--- src/rtl/x_skew_feeder.sv ---
// Buffers input vectors in a small FIFO and launches them into a systolic array,
// at most one vector every GAP cycles, with element r skewed by r cycles onto row r.
module x_skew_feeder #(
  parameter int N     = 4,
  parameter int GAP   = 4,
  parameter int DEPTH = 4
) (
  input  logic                     I_CLK,
  input  logic                     I_RST_N,
  input  logic                     I_VEC_VLD,
  input  logic [16*N-1:0]          I_VEC,
  output logic                     O_VEC_RDY,
  output logic [N-1:0]             O_X_VLD,
  output logic [16*N-1:0]          O_X,
  output logic [$clog2(DEPTH):0]   O_FIFO_CNT,
  output logic                     O_BUSY
);

  localparam int PW = $clog2(DEPTH);
  localparam int CW = PW + 1;

  typedef enum logic {S_IDLE, S_WAIT} state_e;

  state_e          state_q, state_d;
  logic [7:0]      gap_q, gap_d;
  logic [PW-1:0]   wr_q, rd_q;
  logic [CW-1:0]   cnt_q;
  logic [16*N-1:0] mem_q [DEPTH];
  logic [16*N-1:0] head;
  logic            push, pop, launch_ok;
  logic [N-1:0]    row_busy;

  // Ready depends on the registered count only, never on I_VEC_VLD.
  assign O_VEC_RDY  = (cnt_q < CW'(DEPTH));
  assign push       = I_VEC_VLD && O_VEC_RDY;
  assign head       = mem_q[rd_q];
  assign O_FIFO_CNT = cnt_q;

  always_comb begin
    state_d   = state_q;
    gap_d     = gap_q;
    pop       = 1'b0;
    launch_ok = (state_q == S_IDLE) || (gap_q == 8'd0);
    if (launch_ok) begin
      if (cnt_q != '0) begin
        pop     = 1'b1;
        gap_d   = 8'(GAP - 1);
        state_d = (GAP > 1) ? S_WAIT : S_IDLE;
      end else begin
        state_d = S_IDLE;
      end
    end else begin
      gap_d = gap_q - 8'd1;
    end
  end

  always_ff @(posedge I_CLK or negedge I_RST_N) begin
    if (!I_RST_N) begin
      state_q <= S_IDLE;
      gap_q   <= '0;
      wr_q    <= '0;
      rd_q    <= '0;
      cnt_q   <= '0;
    end else begin
      state_q <= state_d;
      gap_q   <= gap_d;
      if (push) wr_q <= wr_q + 1'b1;
      if (pop)  rd_q <= rd_q + 1'b1;
      case ({push, pop})
        2'b10:   cnt_q <= cnt_q + 1'b1;
        2'b01:   cnt_q <= cnt_q - 1'b1;
        default: cnt_q <= cnt_q;
      endcase
    end
  end

  always_ff @(posedge I_CLK) begin
    if (push) mem_q[wr_q] <= I_VEC;
  end

  // Row r has r+1 register stages; data stages only load on a valid so the
  // final stage holds the last launched element between pulses.
  for (genvar r = 0; r < N; r++) begin : g_row
    logic signed [15:0] x_q [r+1];
    logic [r:0]         v_q;

    always_ff @(posedge I_CLK or negedge I_RST_N) begin
      if (!I_RST_N) begin
        v_q <= '0;
        for (int s = 0; s <= r; s++) x_q[s] <= '0;
      end else begin
        v_q[0] <= pop;
        if (pop) x_q[0] <= head[16*r +: 16];
        for (int s = 1; s <= r; s++) begin
          v_q[s] <= v_q[s-1];
          if (v_q[s-1]) x_q[s] <= x_q[s-1];
        end
      end
    end

    assign O_X[16*r +: 16] = x_q[r];
    assign O_X_VLD[r]      = v_q[r];
    assign row_busy[r]     = |v_q;
  end

  assign O_BUSY = (cnt_q != '0) || (state_q == S_WAIT) || (|row_busy);

endmodule

--- config.mk ---
export PLATFORM = sky130hd
export DESIGN_NAME = x_skew_feeder
export DESIGN_NICKNAME = d
export VERILOG_FILES = /design/src/rtl/x_skew_feeder.sv
export SDC_FILE = /design/constraint.sdc
export NUM_CORES = 1
export LEC_CHECK = 0
export BUFFER_PORTS_ARGS = -buffer_cell sky130_fd_sc_hd__buf_2
export CORE_ASPECT_RATIO = 0.7
export CORE_UTILIZATION = 55
export CTS_BUF_LIST = sky130_fd_sc_hd__clkbuf_2
export DETAILED_ROUTE_END_ITERATION = 12
export GPL_TIMING_DRIVEN = 0
export PLACE_DENSITY = 0.79
export SYNTH_ARGS = -nofsm -noshare
export SYNTH_HDL_FRONTEND = slang
export SYNTH_SLANG_ARGS = --single-unit
export TNS_END_PERCENT = 10
--- constraint.sdc ---
create_clock -name I_CLK -period 4.4 [get_ports I_CLK]
set_clock_uncertainty 0.2 [all_clocks]
set_input_delay 1.1 -clock I_CLK [delete_from_list [all_inputs] [get_ports I_CLK]]
set_output_delay 1.1 -clock I_CLK [all_outputs]
set_load 0.1 [all_outputs]
* After elaboration in Yosys (flattened, before gate mapping) *
Memory sizes are Yosys's and may differ from the RTL's. A register that Yosys moved wholly into a read port is not among the register bits.
Index checks and enable logic that the tools add are counted.

storage, ports and cells
  bits in latches = 0
  memory bits (writable) = 256
  memories kept = 1
  ROM bits = 0
  bits of input ports = 67
  output and inout port bits = 73
  flip-flop bits (word level) = 122
  word-level logic and storage cells = 42

operators by class
  divide/modulo/power cells = 0
  add/sub/neg operators = 5
  reductions and logical operators = 9
  multiply operators = 0
  mux-type cells = 7
  bitwise operators = 1
  shift operators = 0
  order comparisons = 1
  equality and inequality tests = 3

memory list
  memory  words  bits a word  rd ports  clocked after Yosys merged registers in  wr ports  line  RTL
  mem_q   4      64           1         1                                        1         28    logic [16*N-1:0] mem_q [DEPTH];

operators by type and width
  kind                                                    count
  2-to-1 mux 8 bit                                        2
  OR reduction 10 bit                                     1
  zero test 8 bit                                         1
  subtractor 8 x 1 -> 8 bit (second input constant)       1
  case mux 3 bit (2 select lines)                         1
  adder 2 x 1 -> 2 bit (second input constant)            2
  2-to-1 mux 1 bit                                        4
  adder 3 x 1 -> 3 bit (second input constant)            1
  logical OR 1 bit                                        3
  < comparator 3 bit (second input constant)              1
  nonzero test 3 bit                                      1
  subtractor 3 x 1 -> 3 bit (second input constant)       1
  == test 2 x 1 -> 1 bit (second input constant)          1
  == test 2 bit (second input constant)                   1
  inequality test 2 x 1 -> 1 bit (second input constant)  1
  nonzero test 2 bit                                      1
  logical AND 1 bit                                       1
  zero test 1 bit                                         1
  inverter 1 bit                                          1

* Longest topological paths before layout *
Gate-level depths: netlist of run 1.

  depth after elaboration = 5
  gate-level depth with buffers = 14
  depth with buffers taken out = 12

* Worst setup path after synthesis of run 1 *
Ideal clock, no wire load.

  path kind = reg2out
  from = reg g_row[3].v_q[2]
  to = out O_BUSY
  path buffers = 2
  cell stages (with the launch flop) = 5
  path slack = 0.709 ns
  required time = 3.100 ns
  arrival = 2.391 ns
  cell sequence = dfrtp_1 > clkbuf_1 > buf_1 > nor3_1 > nand3_1

between the ends
  longest elaborated chain between the ends = 2

ends and longest elaborated chain
  element                           line  RTL
  start: declaration                85    logic [r:0] v_q;
  start signal: indexed assignment  95    v_q[s] <= v_q[s-1];
  OR reduction 10 bit               106   assign O_BUSY = (cnt_q != '0) || (state_q == S_WAIT) || (|row_busy);
  logical OR 1 bit                  106
  end: declaration                  16    output logic O_BUSY

Every way passes these cells.

* Final worst setup path of run 1 *
  from = reg g_row[3].v_q[0]
  to = out O_BUSY

Same word-level chain as after synthesis.

==> flow_summary_export.csv, run 1 <==
group,metric,value,unit
synthesis,synth-adder-area-share,0.644,%
worst_setup_path,critPathTopFamily,"buffers and inverters",
drt,ant_nets,0,
sta,hold_viol,0,
synthesis,synth_top_cell_by_area,"edfxtp_1",
drt,drtIter0Drc,459,
synthesis,syn-num-nets,891,
sta,fmax,242,MHz
synthesis,synthSimpleGateAreaFrac,1.03,%
final_layout,nets,1157,
sta,period_minus_slack,4.13,ns
sta,rsz0062_at_grt,"false",
final_layout,post-route-util,65.3,%
power,clockPowerShare,17.7,%
synthesis,syn_area_per_cell,20.5,sq um
floorplan,die_h,148,microns
drt,wire_per_inst,19.4,microns
placed_design,dp_hpwl,18700,microns
placed_design,portBuffers,139,
final_layout,drive_gt1_share,51.5,%
floorplan,core_area,29400,sq um
cts,clockBufferDepth,3,
sta,holdWs,0.137,ns
global_routing,grt_pass1_vias,8859,
worst_setup_path,cp_common_cell,"buf_2",
power,finalPower,14.0,mW
synthesis,synth_top_area_share,46.0,%
floorplan,initial_core_util,56.8,%
synthesis,async_flop_share,41.3,%
drt,vias_per_cell,5.18,
synthesis,syn-cell-area,16700,sq um
sta,relSlewSlack,26.5,%
synthesis,synth_compound_area_share,0.636,%
synthesis,yosys_warnings,0,
sta,tightest_slew,1.10,ns
synthesis,syn_inst,816,
power,p_int,8.42,mW
power,power_density,730,nW/um^2
final_layout,synthToLayoutAreaGrowth,14.9,%
worst_setup_path,end_kind,"output port",
power,peakVddDrop,0.000624,V
synthesis,synth_top_family_by_area,"multiplexers",
power,p_seq_share,42.6,%
floorplan,dieArea,31100,sq um
worst_setup_path,crit_arrival,2.83,ns
worst_setup_path,worstSetupPathType,"reg -> out",
worst_setup_path,startpoint_type,"flip-flop",
worst_setup_path,worst-path-max-fanout,10,
sta,maxSlewViolCount,0,
worst_setup_path,critical_path_buf_inv_count,3,
synthesis,synth_mux_area_share,20.6,%
worst_setup_path,slowest_stage,"dfrtp_1",
drt,vias,8165,
cts,cts_sinks,436,
cts,cts_buffers,99,
drt,remaining_drc_errors,0,
floorplan,ioPinCount,140,
synthesis,ys_types,38,
job,maxCapViolations,0,
worst_setup_path,cp_cell_sequence,"buf_2 -> clkbuf_2 -> nor3_1 -> nand3_1 -> buf_2",
worst_setup_path,worst-endpoint-required,3.10,ns
outcome,status,"completed",
power,p_leak,7.76,nW
global_routing,grt_overflow,0,
placed_design,place_area,18100,sq um
cts,cts_tree,"yes",
synthesis,synth_area_leaders,"edfxtp_1 (46%), dfrtp_1 (27%), mux4_2 (8.6%)",
sta,period_share,93.9,%
synthesis,seq_area_frac_synth,72.9,%
worst_setup_path,cpPeakStageDelay,0.49,ns
synthesis,synth_edf_count,256,
cts,worstSkewPairLatency,0.97,ns
drt,drt_pass1_iterations,4,
sta,setup_violations,0,
final_layout,final_common_cell,"edfxtp_1",
cts,clkTransAtPathRegs,0.11,ns
final_layout,final_cell_mix,"edfxtp_1 (256), dfrtp_1 (180), clkbuf_2 (159)",
global_routing,grtUsageTotal,20.9,%
cts,h-tree-depth,3,
synthesis,synth-xor-area-share,0.314,%
power,p_comb_share,39.7,%
hold_path,hp-class,"in -> reg",
global_routing,grt_pass1_wl,48400,microns
synthesis,ys.flop_type,"edfxtp_1",
placed_design,gp_congestion,0.765,
final_layout,fin_area,19200,sq um
power,switching_power,5.61,mW
cts,cts-root-buf,"clkbuf_2",
floorplan,die_w,210,microns
floorplan,core.rowCount,52,
synthesis,ys_ff_latch,436,
drt,routed_wl,30600,microns
global_routing,grt_max_degree,105,
cts,postCtsSetupRepairBufs,0,
power,swShare,40.0,%
global_routing,antenna_found_initial,5,
==> cell families after synthesis <==
logic type      Yosys count
mux                     226
xor+xnor                  6
buf+inv                  93
flops                   436
compound gates           16
fa+ha+maj                 8
simple gates             31
==> sequential cells by signal, indices dropped and copies added, names as in the netlist <==
register / flops
wr_q: 2
gap_q: 8
g_row.v_q: 4
O_FIFO_CNT: 3
g_row.x_q: 112
mem_q: 256
rd_q: 2
O_X: 48
state_q: 1
==> synth_stat cells (2+ instances only) <==
master	count
a21oi_1	2
and2_1	4
buf_1	5
buf_12	6
buf_4	50
clkbuf_1	21
dfrtp_1	180
edfxtp_1	256
ha_1	7
inv_1	9
mux2_2	111
mux2_4	49
mux2i_1	2
mux4_2	64
nand2_1	5
nand3_1	2
nor2_1	3
nor2b_1	3
nor3_1	7
o211ai_1	3
o21ai_0	6
xnor2_1	4
xor2_1	2
==> worst paths after layout <==
path	startpoint	end	slack, ns	cells past startpoint
max in group asynchronous	I_RST_N	g_row[1].x_q[29]	2.57	3
setup / recovery	g_row[3].v_q[0]	O_BUSY	0.27	5
hold / removal	I_VEC[30]	mem_q[1][30]	0.14	1
hold reg to reg	g_row[3].v_q[1]	g_row[3].v_q[2]	0.21	0
setup reg to reg	gap_q[0]	O_FIFO_CNT[2]	1.08	14
min in group asynchronous	I_RST_N	g_row[3].x_q[61]	0.51	2
==> stage by stage <==
stage | worst slack (ns) | instances | TNS, ns
after detailed placement | 0.700 | 1365 | 0
after global routing | 0.0184 | 1574 | 0
final | 0.267 | 1575 | 0
after floorplan | 0.709 | 816 | 0
after CTS | 0.0958 | 1573 | 0
after global placement | -0.951 | 1360 | -326.82
==> what timing repair did <==
item                                    in CTS  in global routing
endpoints found under the hold margin      121                  0
resized for setup                            4                  0
hold buffers                                21                  0
endpoints found under the setup margin       1                  0
==> layer usage <==
layer  GRT usage (%)  vias up  share of wire, %
li1                -     3707                 -
met1            29.2     4196                45
met2            32.1      207                48
met3            5.86       47               5.4
met4            6.72        8               1.5
met5               0        -              0.15
==> power by group through the flow <==
| stage | clock network [mW] | registers [mW] | logic (mW) |
|---|---|---|---|
| after floorplan | 0 | 6.58 | 3.99 |
| after global placement | 0 | 6.05 | 5.46 |
| after detailed placement | 0 | 6.07 | 5.62 |
| after CTS | 2.59 | 5.98 | 5.64 |
| after global routing | 2.78 | 6.10 | 5.86 |
| final | 2.49 | 5.98 | 5.57 |
==> final cells by class <==
cell class                 count  area, sq um
inverter                      10         38.8
antenna                        2         5.00
timing repair buffer         165         1050
clock inverter                30          133
sequential                   436        12200
fill                        2113        10200
multi-input combinational    287         3890
clock buffer                 157          786
buffer                        83          603
tap                          405          507
No activity file was read; power rests on OpenSTA's default activity.
==> inputs of run 2 (changes only) <==
Settings changed: ABC_AREA set to 1.
==> flow_summary_export.csv, run 2 <==
group,metric,value,unit
placed_design,dp_hpwl,25600,microns
cts,clockBufferDepth,3,
drt,drtIter0Drc,1174,
sta,rsz0062_at_grt,"false",
global_routing,grt_overflow,0,
final_layout,synthToLayoutAreaGrowth,14.7,%
sta,setup_violations,0,
job,maxCapViolations,0,
synthesis,synth_top_cell_by_area,"edfxtp_1",
sta,period_share,92.7,%
worst_setup_path,slowest_stage,"buf_2",
synthesis,synth_edf_count,256,
final_layout,final_cell_mix,"nand2_1 (641), edfxtp_1 (256), inv_1 (185)",
worst_setup_path,critPathLaunch,"g_row[3].v_q[2]",
sta,maxSlewViolCount,0,
sta,period_minus_slack,4.08,ns
worst_setup_path,r2r_cells,14,
floorplan,dieArea,33200,sq um
synthesis,synth.most_common_cell,"nand2_1",
worst_setup_path,startpoint_type,"flip-flop",
outcome,status,"completed",
drt,routed_wl,38800,microns
placed_design,dp_slack,1.04,ns
floorplan,ioPinCount,140,
worst_setup_path,crit_end,"O_BUSY",
placed_design,portBuffers,139,
drt,wire_per_inst,15.6,microns
floorplan,initial_core_util,56.6,%
worst_setup_path,cp_cell_sequence,"clkbuf_1 -> buf_2 -> nor4_2 -> nand3_1 -> buf_2",
drt,drt_pass1_iterations,7,
final_layout,drive_gt1_share,20.7,%
final_layout,largest_reg_flops,256,
worst_setup_path,worstSetupPathType,"reg -> out",
cts,cts_sinks,436,
floorplan,core.rowCount,54,
worst_setup_path,reg2reg_setup_slack,1.30,ns
worst_setup_path,r2r-start,"gap_q[0]",
synthesis,seq_area_frac_synth,68.2,%
synthesis,synth_top_area_share,43.0,%
synthesis,synth_area_leaders,"edfxtp_1 (43%), dfrtp_1 (25%), nand2_1 (13%)",
cts,clkTransAtPathRegs,0.12,ns
floorplan,die_w,217,microns
sta,setup_slack,0.321,ns
final_layout,final_common_cell,"nand2_1",
worst_setup_path,cpPeakStageDelay,0.45,ns
global_routing,grt_pass1_vias,11900,
final_layout,top_register,"mem_q",
global_routing,grt_pass1_wl,61500,microns
worst_setup_path,worst-path-max-fanout,10,
worst_setup_path,regToRegEndpoint,"O_FIFO_CNT[2]",
synthesis,yosys_warnings,0,
hold_path,hp-class,"in -> reg",
synthesis,syn-cell-area,17900,sq um
cts,cts_buffers,97,
floorplan,core_area,31600,sq um
drt,remaining_drc_errors,0,
synthesis,ys_types,25,
drt,vias,12500,
drt,ant_nets,0,
synthesis,async_flop_share,41.3,%
drt,vias_per_cell,5.02,
synthesis,syn_inst,1707,
cts,cts-root-buf,"clkbuf_2",
sta,hold_viol,0,
power,p_leak,9.77,nW
global_routing,grt_max_degree,121,
global_routing,grtUsageTotal,24.1,%
synthesis,ys_ff_latch,436,
power,peakVddDrop,0.000883,V
synthesis,syn-num-nets,1782,
cts,postCtsSetupRepairBufs,0,
synthesis,syn_area_per_cell,10.5,sq um
synthesis,synthTopCellsByCount,"nand2_1 (641), edfxtp_1 (256), inv_1 (185)",
worst_setup_path,cp_common_cell,"buf_2",
placed_design,gp_congestion,0.834,
floorplan,die_h,153,microns
sta,finalSetupTns,0,ns
power,power_density,726,nW/um^2
worst_setup_path,end_kind,"output port",
sta,fmax,245,MHz
synthesis,ys.flop_type,"edfxtp_1",
worst_setup_path,worst-endpoint-required,3.10,ns
final_layout,nets,2055,
global_routing,antenna_found_initial,3,
cts,cts_tree,"yes",
worst_setup_path,crit_arrival,2.78,ns
cts,h-tree-depth,3,
power,finalPower,14.9,mW
sta,tightest_slew,0.870,ns
sta,relSlewSlack,41.8,%
cts,worstSkewPairLatency,1.02,ns
-- run 2: changes by cell type after synthesis, moves of 49 or more --
| cell | change |
|---|---|
| mux2_4 | -49 |
| mux2_2 | -79 |
| nand2_1 | +636 |
| mux4_2 | -64 |
| inv_1 | +176 |
| nand3_1 | +148 |
-- run 2: layer usage --
metal / up-vias / GRT usage (%) / share of wire, % / routed length, microns
li1: 6023 / - / - / -
met1: 5841 / 34.6 / 44 / 17100
met2: 527 / 36.1 / 45 / 17500
met3: 73 / 5.95 / 9.1 / 3530
met4: 2 / 8.55 / 1.7 / 672
met5: - / 0 / 0.026 / 10
-- run 2: stage by stage --
step           std cells  hold WS [ns]  instance area, sq um  util (%)
3_3_place_gp        2266         0.186                 19100      60.5
5_1_grt             2481      0.000419                 20500      64.9
6_report            2481        0.0867                 20500      64.9
4_1_cts             2476       0.00400                 20400      64.8
2_1_floorplan       1707         0.173                 17900         -
3_5_place_dp        2275         0.183                 19300      61.3
-- run 2: where the power goes --
group	leakage (nW)	switching, mW	total [mW]	internal (mW)
logic	4.63	4.83	6.37	1.54
clock network	0.665	1.56	2.47	0.916
registers	4.48	0.543	6.04	5.49
total	9.77	6.92	14.9	7.95
-- run 2: final cells by class --
cell class	instances	area, sq um
buffer	131	767
clock buffer	139	696
timing repair buffer	174	1170
clock inverter	39	186
tap	420	526
sequential	436	12200
antenna	2	5.00
multi-input combinational	953	4240
inverter	187	702
fill	2451	11100
-- run 2: logic make-up after synthesis --
family | Yosys count | synth area share (%)
AND/OR/NAND/NOR | 839 | 18.7
flip-flops | 436 | 68.2
buffers and inverters | 318 | 8.22
AO/OA/AOI/OAI | 70 | 1.98
multiplexers | 32 | 2.02
adder cells (fa/ha/maj) | 8 | 0.602
XOR/XNOR | 4 | 0.196
-- run 2: how the worst min path moves through the flow --
| stage | slack, ns | depth (start not counted) | endpoint | startpoint |
|---|---|---|---|---|
| CTS | 0.004 | 1 | mem_q[1][12] | I_VEC[12] |
| global route | 0.0004 | 1 | mem_q[3][10] | I_VEC[10] |
| global placement | 0.19 | 0 | g_row[3].v_q[3] | g_row[3].v_q[2] |
| detailed placement | 0.18 | 0 | g_row[3].v_q[3] | g_row[3].v_q[2] |
| finish | 0.09 | 1 | mem_q[1][28] | I_VEC[28] |
| floorplan | 0.17 | 0 | g_row[3].v_q[1] | g_row[3].v_q[0] |
-- run 2: what timing repair did --
action	in CTS	in global routing
hold endpoints to repair	123	3
pin swaps	0	0
setup endpoints to repair	1	1
hold buffers	23	3
resized for setup	1	2
-- run 2: critical path: cells and delay by family (launching register included) --
| family | cells | cell delay (ns) |
|---|---|---|
| buffers and inverters | 3 | 1.19 |
| AND/OR/NAND/NOR | 2 | 0.21 |
| flip-flops | 1 | 0.37 |
